$ cat config.mk
export PLATFORM = sky130hd
export DESIGN_NAME = alu_arbiter
export DESIGN_NICKNAME = d
export VERILOG_FILES = /design/src/rtl/alu_arbiter.sv
export SDC_FILE = /design/constraint.sdc
export NUM_CORES = 1
export LEC_CHECK = 0
export ABC_AREA = 0
export CAP_MARGIN = 20
export CORE_AREA = 8 8 114 116
export CTS_CLUSTER_DIAMETER = 50
export DETAILED_ROUTE_END_ITERATION = 10
export DIE_AREA = 0 0 122 124
export GPL_TIMING_DRIVEN = 0
export PLACE_DENSITY = 0.88
export SLEW_MARGIN = 20
export SYNTH_ARGS = -nofsm -noshare
export SYNTH_HDL_FRONTEND = slang
export SYNTH_SLANG_ARGS = --single-unit
$ cat constraint.sdc
create_clock -name clk -period 5.4 [get_ports clk]
set_clock_uncertainty 0.15 [all_clocks]
set_input_delay 1.08 -clock clk [delete_from_list [all_inputs] [get_ports clk]]
set_output_delay 1.08 -clock clk [all_outputs]
set_load 0.02 [all_outputs]
$ cat src/rtl/alu_arbiter.sv
// Two-port front end for one shared combinational ALU, one op/cycle, result 1 cycle after accept.
// Backpressure: a held result stalls both request ports until its owner takes it (drain+refill same cycle).
module alu_arbiter #(
  parameter int DATA_WIDTH    = 32,
  parameter int OPCODE_LENGTH = 4
) (
  input  logic                     clk,
  input  logic                     reset,
  input  logic                     req_valid_0,
  input  logic                     req_valid_1,
  output logic                     req_ready_0,
  output logic                     req_ready_1,
  input  logic [OPCODE_LENGTH-1:0] req_op_0,
  input  logic [OPCODE_LENGTH-1:0] req_op_1,
  input  logic [DATA_WIDTH-1:0]    req_a_0,
  input  logic [DATA_WIDTH-1:0]    req_b_0,
  input  logic [DATA_WIDTH-1:0]    req_a_1,
  input  logic [DATA_WIDTH-1:0]    req_b_1,
  output logic                     rsp_valid_0,
  output logic                     rsp_valid_1,
  input  logic                     rsp_ready_0,
  input  logic                     rsp_ready_1,
  output logic [DATA_WIDTH-1:0]    rsp_data_0,
  output logic [DATA_WIDTH-1:0]    rsp_data_1,
  output logic [DATA_WIDTH-1:0]    alu_SrcA,
  output logic [DATA_WIDTH-1:0]    alu_SrcB,
  output logic [OPCODE_LENGTH-1:0] alu_Operation,
  input  logic [DATA_WIDTH-1:0]    alu_ALUResult
);

  localparam logic [0:0] ST_EMPTY = 1'b0;
  localparam logic [0:0] ST_HOLD  = 1'b1;

  logic [0:0]            full_q, full_d;
  logic                  owner_q, owner_d;
  logic                  rr_q, rr_d;
  logic [DATA_WIDTH-1:0] rsp_buf_q, rsp_buf_d;

  logic gnt_vld, gnt_port, drain, can_issue, accept;

  always_comb begin
    gnt_vld  = 1'b0;
    gnt_port = 1'b0;
    if (req_valid_0 && req_valid_1) begin
      gnt_vld  = 1'b1;
      gnt_port = rr_q;
    end else if (req_valid_0) begin
      gnt_vld  = 1'b1;
    end else if (req_valid_1) begin
      gnt_vld  = 1'b1;
      gnt_port = 1'b1;
    end
  end

  // A held result may leave in the same cycle a new one is captured, so the owner's ready frees the slot.
  assign drain     = (full_q == ST_HOLD) && (owner_q ? rsp_ready_1 : rsp_ready_0);
  assign can_issue = (full_q == ST_EMPTY) || drain;
  assign accept    = gnt_vld && can_issue && !reset;

  assign req_ready_0 = accept && !gnt_port;
  assign req_ready_1 = accept &&  gnt_port;

  always_comb begin
    alu_Operation = '0;
    alu_SrcA      = '0;
    alu_SrcB      = '0;
    if (gnt_vld) begin
      alu_Operation = gnt_port ? req_op_1 : req_op_0;
      alu_SrcA      = gnt_port ? req_a_1  : req_a_0;
      alu_SrcB      = gnt_port ? req_b_1  : req_b_0;
    end
  end

  always_comb begin
    full_d    = full_q;
    owner_d   = owner_q;
    rr_d      = rr_q;
    rsp_buf_d = rsp_buf_q;
    if (accept) begin
      full_d    = ST_HOLD;
      owner_d   = gnt_port;
      rr_d      = ~gnt_port;
      rsp_buf_d = alu_ALUResult;
    end else if (drain) begin
      full_d    = ST_EMPTY;
    end
  end

  always_ff @(posedge clk) begin
    if (reset) begin
      full_q    <= ST_EMPTY;
      owner_q   <= 1'b0;
      rr_q      <= 1'b0;
      rsp_buf_q <= '0;
    end else begin
      full_q    <= full_d;
      owner_q   <= owner_d;
      rr_q      <= rr_d;
      rsp_buf_q <= rsp_buf_d;
    end
  end

  assign rsp_valid_0 = (full_q == ST_HOLD) && !owner_q;
  assign rsp_valid_1 = (full_q == ST_HOLD) &&  owner_q;
  assign rsp_data_0  = owner_q ? '0 : rsp_buf_q;
  assign rsp_data_1  = owner_q ? rsp_buf_q : '0;

endmodule
==> run_results.csv, run 1 <==
group,metric,value,unit
sta,fmax,218,MHz
clock_tree,holdBufCountCts,0,
die,start_util,0.279,
routing,postRouteAntennaNets,0,
yosys,postSynthAreaPerCell,7.52,sq um
routing,via_per_inst,4.28,
layout,syn_to_final_growth,110,%
die,ioPinCount,310,
setup_path,cp.required,4170,ps
yosys,yosysWarnings,0,
sta,tightest_slew,538,ps
yosys,async_reset_ff_frac,0,
clock_tree,cts.repair.resized,0,
yosys,synth_seq_area_share,0.225,
clock_tree,cts_tree,"done",
sta,finalSetupViolations,0,
run,drv_cap,0,
setup_path,crit_family,"buffers and inverters",
layout,final_cell_mix,"clkdlybuf4s50_1 (308), nand2_1 (71), inv_1 (70), mux2i_1 (70), nor2b_1 (66)",
global_routing,grt_pass1_wl,21400,um
global_routing,grt_max_degree,11,
run_status,status,"finished, final reports clean",
sta,fin_crit_sh,0.851,
power_and_ir_drop,power_leakage,0.00309,uW
setup_path,slowest_stage,"clkdlybuf4s50_1",
setup_path,cp_common_cell,"clkbuf_1",
yosys,yosys.area.top_type,"dfxtp_1",
clock_tree,numCtsBuffers,5,
die,die_height,124,um
yosys,syn_nets,588,
yosys,synth_cell_types,17,
sta,grt_setup_unrepaired,"false",
yosys,netlist.area_leader.share,0.225,
clock_tree,clockBufferDepth,2,
clock_tree,clkSinkCount,35,
yosys,synthCells,414,
placed_design,place_inst,865,
placed_design,dp_hpwl,13300,um
global_routing,grt_antenna_before_repair,2,
setup_path,crit_type,"input port to primary output",
routing,drt_pass1_iterations,4,
routing,drc_errors,0,
setup_path,crit_fanout,10,
placed_design,numPortBuffers,308,
power_and_ir_drop,p_per_area,180,mW/mm^2
die,die_w,122,um
setup_path,crit_buf_inv,5,
yosys,ys_top_cells_by_area,"dfxtp_1 (23%), mux2i_1 (23%), nor2b_1 (13%), mux2_2 (11%), nand2_1 (8.6%)",
setup_path,end_kind,"primary output",
layout,fin_cells,874,
setup_path,cp_cell_sequence,"clkbuf_1, inv_1, o21ai_0, clkbuf_1, buf_2, mux2i_1, clkdlybuf4s50_1",
routing,drt_wl_total,15200,um
global_routing,grt_pass1_vias,3835,
sta,drv_slew,0,
setup_path,max_stage_delay,690,ps
routing,via_count,3743,
layout,final_common_cell,"clkdlybuf4s50_1",
setup_path,startpoint_type,"input port",
routing,wl_per_cell,17.4,um
clock_tree,clockRootBuffer,"clkbuf_16",
clock_tree,post_cts_buffers,0,
sta,max-slew-margin-rel,0.640,
layout,nets,903,
sta,hold_viol_final,0,
clock_tree,clk_latency,270,ps
yosys,syn_area,0.00311,sq mm
yosys,synthFlopType,"dfxtp_1",
yosys,synth_seq_cells,35,
sta,fin_setup_tns,0,ps
setup_path,cp.arrival,3370,ps
routing,drtIter0Drc,116,
placed_design,place_congestion,0.866,
power_and_ir_drop,power,1170,uW
sta,fin_crit,4600,ps
clock_tree,cts_max_level,2,
worst_hold_path,hp-class,"register to register",
layout,drive_gt1_frac,0.0672,
die,fp-row-count,39,
global_routing,grt_use_total,0.186,
clock_tree,path_clk_slew,50,ps
yosys,synth_enable_flop_cells,0,
die,core_area,0.0112,sq mm
power_and_ir_drop,vdd_drop_max,0.204,mV
global_routing,overflow,0,
die,dieArea,0.0151,sq mm
[sequential cells by signal (all words and copies together), names as in the netlist]
| signal | count |
|---|---|
| rsp_buf_q | 32 |
| full_q | 1 |
| owner_q | 1 |
| rr_q | 1 |
[routing by layer]
| layer | share of wire | global-route usage | routed length, um |
|---|---|---|---|
| met5 | 0 | 0 | 0 |
| met1 | 0.34 | 0.178 | 5190 |
| met2 | 0.52 | 0.348 | 7830 |
| met4 | 0.023 | 0.0648 | 351 |
| met3 | 0.12 | 0.0811 | 1820 |
[report_power, final]
group | switching (uW) | total [uW] | internal, uW
registers | 16.9 | 302 | 285
clock network | 100 | 280 | 180
logic | 259 | 590 | 331
total | 376 | 1170 | 796
[cells by family after synthesis]
logic type,Yosys count,share of synthesized area
DFF,35,0.225
muxes,102,0.341
and+or+nand+nor,173,0.290
buffers and inverters,99,0.129
AOI/OAI and AO/OA,5,0.0149
[area by class of cell]
type / count / area [sq um]
repair buffers: 308 / 3080
flip-flops and latches: 35 / 701
diodes: 2 / 5.00
inverters: 70 / 263
plain buffers: 29 / 140
fillers: 1002 / 4650
multi-input cells: 280 / 2010
well taps: 143 / 179
clock inverters: 1 / 5.00
clock buffers: 6 / 139
[path summary, 6_finish.rpt]
| path | cells after the start | slack (ps) | start | endpoint |
|---|---|---|---|---|
| worst min-delay path | 1 | 410 | rr_q | rr_q |
| worst max register to register | 4 | 3400 | owner_q | rsp_buf_q[2] |
| worst max-delay path | 7 | 800 | req_valid_0 | alu_SrcB[29] |
| worst min register to register | 1 | 410 | rr_q | rr_q |
[per-stage QoR]
step                      hold slack, ps  setup WS, ps   util  cell area (sq um)
after floorplan                      352          1770      -               3110
after global placement               393           663  0.570               6370
after detailed placement             393           659  0.570               6370
after CTS                            412           627  0.583               6520
after global routing                 434           519  0.584               6520
final                                415           805  0.584               6520
[cell usage after synthesis, types with 2 or more instances]
library cell  instances
mux2i_1              70
dfxtp_1              35
and2_1               35
a21oi_1               2
inv_1                70
mux2_2               30
nand2_1              71
mux2_1                2
buf_2                 7
buf_1                 2
clkbuf_1             17
nor2b_1              66
buf_6                 3
(Power assumes the default switching activity.)
==> run 2, diff against run 1 <==
Settings changed: CORE_AREA 8 8 114 116 to not set, CORE_ASPECT_RATIO set to 0.8, CORE_MARGIN set to 8, CORE_UTILIZATION set to 30, DIE_AREA 0 0 122 124 to not set, PLACE_DENSITY 0.88 to 0.93.
==> run 2 against run 1 <==
Sequential cell count unchanged. First-iteration DRC count increased by 49%. Critical path depth decreased by 1. Largest power group unchanged. Via count increased by 1.5%. Clock power increased by 15%. Die area decreased by 8.0%. Combinational power increased by 0.8%. Global-route usage increased by 1.6 points. Utilization increased by 6.1 points. Wire length increased by 0.72%. Critical path type unchanged. Non-clock buffer count unchanged.
==> run_results.csv, run 2 (same netlist as run 1, synthesis figures left out) <==
group,metric,value,unit
sta,max-slew-margin-rel,0.643,
setup_path,end_kind,"primary output",
power_and_ir_drop,combPwrFrac,0.488,
sta,tightest_slew,534,ps
placed_design,numPortBuffers,308,
clock_tree,cts_tree,"done",
global_routing,met3_usage,0.0561,
worst_hold_path,holdPathEnd,"full_q",
power_and_ir_drop,intPower,833,uW
setup_path,r2r_cells,4,
sta,fin_crit,4660,ps
layout,largest_reg_flops,32,
setup_path,rrSetupSlack,3340,ps
clock_tree,clk_latency,270,ps
power_and_ir_drop,power_frac_seq,0.248,
worst_hold_path,hold_depth,2,
die,ioPinCount,310,
clock_tree,numCtsBuffers,5,
run,drv_cap,0,
die,start_util,0.306,
layout,regMostFlops,"rsp_buf_q",
clock_tree,clockBufferDepth,2,
die,core_area,0.0102,sq mm
worst_hold_path,min_from,"full_q",
global_routing,busiest_layer,"met2",
power_and_ir_drop,power.switching,385,uW
routing,postRouteAntennaNets,0,
routing,wl_per_cell,17.6,um
clock_tree,cts_max_level,2,
clock_tree,clockRootBuffer,"clkbuf_16",
setup_path,cp.required,4170,ps
clock_tree,path_clk_slew,50,ps
sta,grt_setup_unrepaired,"false",
global_routing,grt_max_degree,13,
routing,via_count,3800,
routing,drc_errors,0,
global_routing,grt_pass1_wl,22200,um
layout,stdcell_area,0.00655,sq mm
routing,drtIter0Drc,173,
global_routing,grt_antenna_before_repair,2,
global_routing,overflow,0,
global_routing,gr-usage-met1,0.216,
clock_tree,clkSinkCount,35,
sta,hold_viol_final,0,
power_and_ir_drop,p_per_area,186,mW/mm^2
sta,fin_crit_sh,0.862,
setup_path,rr_endpoint,"rsp_buf_q[14]",
placed_design,placed_area,0.00637,sq mm
global_routing,grtUsageMet2,0.375,
die,die_w,130,um
sta,finalSetupViolations,0,
placed_design,pre_cts_slack,688,ps
global_routing,grt_use_total,0.202,
die,die_height,107,um
placed_design,dp_hpwl,13300,um
sta,fin_setup_tns,0,ps
run_status,status,"finished, final reports clean",
layout,drive_gt1_frac,0.0685,
layout,final_common_cell,"clkdlybuf4s50_1",
power_and_ir_drop,clkPwrFrac,0.264,
setup_path,crit_type,"input port to primary output",
sta,drv_slew,0,
clock_tree,post_cts_buffers,0,
die,fp-row-count,33,
clock_tree,cts.repair.resized,0,
routing,drt_wl_total,15300,um
routing,drt_pass1_iterations,4,
placed_design,place_congestion,0.917,
power_and_ir_drop,power_leakage,0.00310,uW
sta,fmax,215,MHz
layout,syn_to_final_growth,110,%
placed_design,place_inst,862,
layout,fin_cells,872,
setup_path,reg2reg_from,"owner_q",
routing,via_per_inst,4.36,
clock_tree,holdBufCountCts,0,
sta,fin_ws,744,ps
global_routing,grt_pass1_vias,4061,
layout,final_cell_mix,"clkdlybuf4s50_1 (308), nand2_1 (71), inv_1 (70), mux2i_1 (70), nor2b_1 (66)",
die,dieArea,0.0139,sq mm
power_and_ir_drop,vdd_drop_max,0.129,mV
layout,nets,903,
setup_path,startpoint_type,"input port",
setup_path,crit_fanout,10,
power_and_ir_drop,switching_share,0.316,
setup_path,cp.arrival,3430,ps
worst_hold_path,hp-class,"register to register",
==> run 2: routing by layer <==
layer	routed length (um)	up-vias	share of wire
met2	7920	168	0.52
li1	-	1895	-
met3	1270	20	0.083
met5	0	-	0
met1	5750	1717	0.38
met4	368	0	0.024
==> run 2: how the worst max path moves through the flow <==
stage                 from                to  slack (ps)
5_1_grt        req_valid_0      alu_SrcA[30]         540
4_1_cts        req_valid_0      alu_SrcA[30]         670
3_5_place_dp   req_valid_0      alu_SrcA[30]         690
2_1_floorplan  req_valid_0  alu_Operation[0]        1770
3_3_place_gp   req_valid_0      alu_SrcA[30]         720
6_report       req_valid_1      alu_SrcA[30]         740
==> run 2: cell type report <==
| cell class | instances | area [sq um] |
|---|---|---|
| fill | 807 | 3610 |
| timing repair buffer | 308 | 3080 |
| multi-input combinational | 280 | 2010 |
| sequential | 35 | 701 |
| inverter | 70 | 263 |
| tap | 140 | 175 |
| buffer | 29 | 140 |
| clock buffer | 5 | 125 |
| clock inverter | 3 | 43.8 |
| antenna | 2 | 5.00 |
==> run 2: through the flow <==
step	total power (uW)	utilization	hold WS, ps
after floorplan	573	-	352
after global placement	891	0.627	371
after detailed placement	903	0.627	403
after CTS	1230	0.644	411
after global routing	1280	0.644	443
final	1220	0.644	408
==> run 2: worst max-delay path: stages <==
cell	delay (ps)
clkdlybuf4s50_1	470
o21ai_0	100
clkbuf_1	310
buf_2	400
mux2i_1	370
clkdlybuf4s50_1	680
==> run 2: power groups by stage <==
stage | Clock, uW | Combinational [uW] | Sequential (uW)
3_5_place_dp | 0 | 596 | 307
4_1_cts | 331 | 600 | 302
3_3_place_gp | 0 | 586 | 305
5_1_grt | 343 | 629 | 306
6_report | 322 | 595 | 302
2_1_floorplan | 0 | 273 | 300
